**src/rtl/mul_share_arbiter.sv**
```systemverilog
// mul_share_arbiter
//   Round-robin arbiter/sequencer sharing one sequential multiplier among
//   NUM_REQ requesters. One operation in flight: grant + operand capture,
//   Start pulse, track Ready low (accepted) then high (done), return the
//   product with requester id on a valid/ready channel. A watchdog turns a
//   hung multiplier into an error response.
// Ports
//   clock, reset_b         : clock (rising edge), async active-low reset
//   req/req_a/req_b        : per-requester level request and operand slices
//   gnt                    : one-hot single-cycle grant pulse
//   mul_start              : Start pulse to the multiplier
//   mul_multiplicand/mul_multiplier : registered operands to the multiplier
//   mul_ready/mul_product  : multiplier Ready and Product
//   rsp_valid/rsp_ready    : response handshake
//   rsp_id/rsp_product/rsp_err : response payload (product 0 on error)
module mul_share_arbiter #(
  parameter int DP_WIDTH = 4,
  parameter int NUM_REQ  = 4,
  parameter int ID_WIDTH = 2,
  parameter int TIMEOUT  = 16
) (
  input  logic                         clock,
  input  logic                         reset_b,
  input  logic [NUM_REQ-1:0]           req,
  input  logic [NUM_REQ*DP_WIDTH-1:0]  req_a,
  input  logic [NUM_REQ*DP_WIDTH-1:0]  req_b,
  output logic [NUM_REQ-1:0]           gnt,
  output logic                         mul_start,
  output logic [DP_WIDTH-1:0]          mul_multiplicand,
  output logic [DP_WIDTH-1:0]          mul_multiplier,
  input  logic                         mul_ready,
  input  logic [2*DP_WIDTH-1:0]        mul_product,
  output logic                         rsp_valid,
  input  logic                         rsp_ready,
  output logic [ID_WIDTH-1:0]          rsp_id,
  output logic [2*DP_WIDTH-1:0]        rsp_product,
  output logic                         rsp_err
);

  localparam int PW  = 2*DP_WIDTH;
  localparam int WDW = $clog2(TIMEOUT+1);

  typedef enum logic [2:0] {IDLE, START, WAIT_LOW, BUSY, RESP} state_t;

  state_t                           state, state_n;
  logic [ID_WIDTH-1:0]              last, last_n;
  logic [ID_WIDTH-1:0]              cur_id, cur_id_n;
  logic [WDW-1:0]                   wd, wd_n;
  logic [NUM_REQ-1:0]               gnt_n;
  logic                             mul_start_n;
  logic [DP_WIDTH-1:0]              mcand_n, mplier_n;
  logic                             rsp_valid_n, rsp_err_n;
  logic [ID_WIDTH-1:0]              rsp_id_n;
  logic [PW-1:0]                    rsp_product_n;

  // Operand slices viewed as packed per-requester arrays.
  logic [NUM_REQ-1:0][DP_WIDTH-1:0] a_vec, b_vec;
  assign a_vec = req_a;
  assign b_vec = req_b;

  // Round-robin search: first set req bit starting at last+1, wrapping.
  logic                found;
  logic [ID_WIDTH-1:0] win;
  logic [ID_WIDTH-1:0] cand;
  logic [NUM_REQ-1:0]  req_sh;
  int                  idx;

  always_comb begin
    found  = 1'b0;
    win    = '0;
    cand   = '0;
    req_sh = '0;
    idx    = 0;
    for (int k = 0; k < NUM_REQ; k++) begin
      idx = int'(last) + 1 + k;
      if (idx >= NUM_REQ) idx = idx - NUM_REQ;
      cand   = idx[ID_WIDTH-1:0];
      req_sh = req >> cand;
      if (!found && req_sh[0]) begin
        found = 1'b1;
        win   = cand;
      end
    end
  end

  always_comb begin
    state_n       = state;
    last_n        = last;
    cur_id_n      = cur_id;
    wd_n          = wd;
    gnt_n         = '0;
    mul_start_n   = 1'b0;
    mcand_n       = mul_multiplicand;
    mplier_n      = mul_multiplier;
    rsp_valid_n   = rsp_valid;
    rsp_err_n     = rsp_err;
    rsp_id_n      = rsp_id;
    rsp_product_n = rsp_product;
    case (state)
      IDLE: begin
        // A busy multiplier (Ready low) blocks arbitration entirely.
        if (mul_ready && found) begin
          gnt_n       = {{(NUM_REQ-1){1'b0}}, 1'b1} << win;
          mul_start_n = 1'b1;
          mcand_n     = a_vec[win];
          mplier_n    = b_vec[win];
          cur_id_n    = win;
          wd_n        = '0;
          state_n     = START;
        end
      end
      START: state_n = WAIT_LOW;
      WAIT_LOW: begin
        // Watchdog has priority here: a multiplier that never drops Ready
        // never accepted Start.
        wd_n = wd + WDW'(1);
        if (wd_n == WDW'(TIMEOUT)) begin
          rsp_valid_n   = 1'b1;
          rsp_err_n     = 1'b1;
          rsp_product_n = '0;
          rsp_id_n      = cur_id;
          state_n       = RESP;
        end else if (!mul_ready) begin
          state_n = BUSY;
        end
      end
      BUSY: begin
        // A completion on the same edge as the timeout wins.
        wd_n = wd + WDW'(1);
        if (mul_ready) begin
          rsp_valid_n   = 1'b1;
          rsp_err_n     = 1'b0;
          rsp_product_n = mul_product;
          rsp_id_n      = cur_id;
          state_n       = RESP;
        end else if (wd_n == WDW'(TIMEOUT)) begin
          rsp_valid_n   = 1'b1;
          rsp_err_n     = 1'b1;
          rsp_product_n = '0;
          rsp_id_n      = cur_id;
          state_n       = RESP;
        end
      end
      RESP: begin
        if (rsp_ready) begin
          rsp_valid_n = 1'b0;
          last_n      = cur_id;
          state_n     = IDLE;
        end
      end
      default: state_n = IDLE;
    endcase
  end

  always_ff @(posedge clock or negedge reset_b) begin
    if (!reset_b) begin
      state            <= IDLE;
      last             <= ID_WIDTH'(NUM_REQ-1);
      cur_id           <= '0;
      wd               <= '0;
      gnt              <= '0;
      mul_start        <= 1'b0;
      mul_multiplicand <= '0;
      mul_multiplier   <= '0;
      rsp_valid        <= 1'b0;
      rsp_err          <= 1'b0;
      rsp_id           <= '0;
      rsp_product      <= '0;
    end else begin
      state            <= state_n;
      last             <= last_n;
      cur_id           <= cur_id_n;
      wd               <= wd_n;
      gnt              <= gnt_n;
      mul_start        <= mul_start_n;
      mul_multiplicand <= mcand_n;
      mul_multiplier   <= mplier_n;
      rsp_valid        <= rsp_valid_n;
      rsp_err          <= rsp_err_n;
      rsp_id           <= rsp_id_n;
      rsp_product      <= rsp_product_n;
    end
  end

endmodule

```
**config.mk**
```make
export PLATFORM = sky130hd
export DESIGN_NAME = mul_share_arbiter
export DESIGN_NICKNAME = d
export VERILOG_FILES = /design/src/rtl/mul_share_arbiter.sv
export SDC_FILE = /design/constraint.sdc
export NUM_CORES = 1
export LEC_CHECK = 0
export CAP_MARGIN = 20
export CORE_MARGIN = 3
export CORE_UTILIZATION = 41
export CTS_BUF_LIST = sky130_fd_sc_hd__clkbuf_2
export DETAILED_ROUTE_END_ITERATION = 7
export GPL_TIMING_DRIVEN = 0
export PLACE_DENSITY = 0.83
export SETUP_SLACK_MARGIN = 0.02
export SLEW_MARGIN = 20
export SYNTH_ARGS = -nofsm -noshare
export SYNTH_HDL_FRONTEND = slang
export SYNTH_SLANG_ARGS = --single-unit
```
**constraint.sdc**
```tcl
create_clock -name clock -period 2 [get_ports clock]
set_input_delay 0.2 -clock clock [delete_from_list [all_inputs] [get_ports clock]]
set_output_delay 0.2 -clock clock [all_outputs]
set_load 0.005 [all_outputs]
```
==> results.txt <==
Asr flop ratio synth = 1.000
Crit-path most repeated cell = buf_6
Maximum vdd drop = 512.6 uV
Endpoints failing setup = 0
Reg2Reg Setup Slack = 0.09 ns
CTS tree = done
Tmin final = 1.919 ns
Highest clock rate = 521.1 MHz
Die extent in y = 74.11 um
Die W = 74.11 um
Mux contribution to synthesized area = 0.07632
DR WL/cell = 15.78 um
Io pins = 73
Sink Count = 37
Largest net degree at the start of global routing = 20
Share of cells above drive strength 1 = 0.1115
CP Launch Type = primary input
Slowest cell delay on critical path = 0.50 ns
Mapped Cells = 194
Utilization after layout = 0.6392
First-pass GRT wire length = 8307 um
Area share of fa/ha/maj cells after synthesis = 0.006579
Top cells by area, synth = dfrtp_1 (46%), nand3_1 (10%), mux2i_1 (5.3%)
Library cells used by synthesis = 37
WHS = 0.2854 ns
Top cell type's share of synthesized area = 0.4605
Switching Fraction = 0.3673
Detail Placement HPWL = 3839 um
Fraction of the mapped netlist area in simple logic gates = 0.1882
Nets = 326
Via count = 1822
RSZ-0062 raised after global routing = false
Internal power = 2.010 mW
DRC marker count from the first detailed-route iteration = 85
Max-cap violation count = 0
Pleak = 1.217 nW
Most frequent cell after synthesis = nand3_1
Status = finished clean
Clk_skew = 0.01958 ns
Global Route Usage Sum = 0.2005
Placer Congestion = 0.8261
Vias in the first global route = 1779
PwrDens = 1126 nW/um2
FP Rows = 24
Clock Pin Slew Worst Setup and Hold Paths = 0.20 ns
Post-Synthesis Net Count = 243
Critical Path, Cell by Cell = clkdlybuf4s50_1, or4_1, buf_2, nand2_1, and3b_1, buf_6, buf_6, a32oi_1, nand3_1
Pre-antenna DRT Iters = 4
Fill cells = 360
Clock group share of total power = 0.105
Slew of the pin with the lowest slew margin = 0.5513 ns
Slowest-stage cell, CP = clkdlybuf4s50_1
Commonest cells post-synth = nand3_1 (39), dfrtp_1 (35), a21oi_1 (19), nand2_1 (11), mux2i_1 (10)
Post-synth top area cell = dfrtp_1
Number of synthesized register bits = 37
Largest family of logic cells by synthesized area = simple AND/OR/NAND/NOR gates
Synthesized area = 1902 um2
Crit end category = flop
Diode count = 0
# DRC = 0
Register area share after synthesis = 0.4882
Sequential share of power = 0.408
Core area = 4414 um2
Synth Warn # = 0
Worst path required time = 2.29 ns
Clock root buffer = clkbuf_2
Max Root-Sink Buffers = 2
Routed Antenna Nets = 0
Crit Path Max Fanout = 10
Crit path arrival time = 2.21 ns
Net Sw Power = 1.167 mW
DIE AREA = 5492 um2
IO buf count = 72
Area delta synth->final = 48.36%
Cts bufs inserted = 5
Initial antenna violation count = 0
Synth Area in XOR/XNOR = 0.009211
Vias per cell = 5.521
Clk_lat worst skew = 0.38 ns
Slew margin rel. = 0.6311
Mean Syn Cell Area = 9.803 um2
Hold Vio Cnt, Final = 0
Starting Density = 0.4308
Comb pwr share = 0.487
Synth Area in Compound Gates = 0.1862
Fin crit share = 0.9596
Post-synth EDFFs = 0
Htree depth = 2
Total grt overflow = 0
Setup CP Type = primary input to flop
Max Slew Vio Count = 0
Worst hold-check path type = primary input to async pin
Final wirelength = 5208 um
Ys flop type = dfrtp_1
## stage by stage
| step | instances | worst slack [ns] | power (mW) | cell area [um2] | TNS, ns |
|---|---|---|---|---|---|
| floorplan | 194 | 0.06411 | 2.073 | 1902 | 0 |
| global placement | 318 | -0.4478 | 2.738 | 2688 | -8.995 |
| detailed placement | 319 | -0.4478 | 2.790 | 2710 | -5.956 |
| CTS | 328 | 0.02593 | 3.157 | 2778 | 0 |
| global route | 330 | 0.01701 | 3.430 | 2821 | 0 |
| finish | 330 | 0.08080 | 3.177 | 2821 | 0 |
## flip-flops by register name, summed over array words and instances, names as in the netlist, 3 cells and up
register,flops
mul_multiplicand,4
gnt,4
wd,5
state,3
mul_multiplier,4
rsp_product,8
## worst max-delay path, delay by kind of cell
| family | cells | cell delay, ns |
|---|---|---|
| AO/OA/AOI/OAI | 1 | 0.20 |
| AND/OR/NAND/NOR | 4 | 0.84 |
| buffers and inverters | 4 | 0.97 |
## path summary, 6_finish.rpt
| kind | from | endpoint | depth (start not counted) |
|---|---|---|---|
| worst max-delay path | req[3] | mul_multiplicand[2] | 9 |
| worst min-delay path | reset_b | rsp_id[0] | 2 |
| worst max register to register | last[1] | mul_multiplicand[3] | 7 |
| worst min register to register | rsp_product[5] | rsp_product[5] | 1 |
| max in group asynchronous | reset_b | rsp_product[7] | 3 |
| min in group clock | req_a[13] | mul_multiplicand[1] | 3 |
## kinds of logic after synthesis
| logic type | after synthesis |
|---|---|
| simple gates | 70 |
| compound gates | 53 |
| flops | 37 |
| buf+inv | 17 |
| mux | 14 |
| xor+xnor | 2 |
| fa+ha+maj | 1 |
## final cells by class
| type | count | area (um2) | area share |
|---|---|---|---|
| Clock inverter | 1 | 3.754 | 0.001330 |
| Inverter | 4 | 15.01 | 0.005322 |
| Buffer | 13 | 82.58 | 0.02927 |
| Clock buffer | 7 | 35.03 | 0.01242 |
| Tap cell | 52 | 65.06 | 0.02306 |
| Timing Repair Buffer | 76 | 773.2 | 0.2741 |
| Sequential cell | 37 | 928.4 | 0.3290 |
| Multi-Input combinational cell | 140 | 918.4 | 0.3255 |
## cell usage in the layout (no fill, tap or decap), types with 2 or more instances in the layout
master           count
o21ai_2              2
buf_4                3
a21o_1               2
o21a_1               2
a211oi_1             2
nor2_1               7
nor3_1               2
inv_1                4
nand2_1             11
o22a_1               2
a32oi_1              8
dlymetal6s2s_1       2
a22o_1               8
a21oi_1             19
buf_2                4
dfrtp_1             35
clkbuf_2            10
o21ai_0              5
clkbuf_1             2
mux2_2               4
nor2b_1              2
mux2i_1             10
nand2b_1             3
dfstp_2              2
nand3_1             39
buf_6                3
clkdlybuf4s50_1     69
## power by group through the flow
stage,clock network [mW],registers [mW],logic [mW]
2_1_floorplan,0,1.28,0.795
3_3_place_gp,0,1.28,1.46
3_5_place_dp,0,1.30,1.49
4_1_cts,0.348,1.29,1.52
5_1_grt,0.390,1.34,1.70
6_report,0.333,1.30,1.55
## per-layer routing
| layer | vias to the layer above | part of all wire | track usage |
|---|---|---|---|
| li1 | 884 | - | - |
| met1 | 860 | 0.44 | 0.2576 |
| met2 | 74 | 0.48 | 0.3327 |
| met3 | 4 | 0.069 | 0.04324 |
| met4 | 0 | 0.0069 | 0.07243 |
| met5 | - | 0 | 0 |
## what timing repair did
action,4_1_cts,5_1_grt
hold buffers,1,0
setup buffers,0,2
gates resized for setup,4,13
pin swaps,0,1
hold endpoints to repair,16,0
endpoints found under the setup margin,18,26
(Power assumes the default switching activity.)
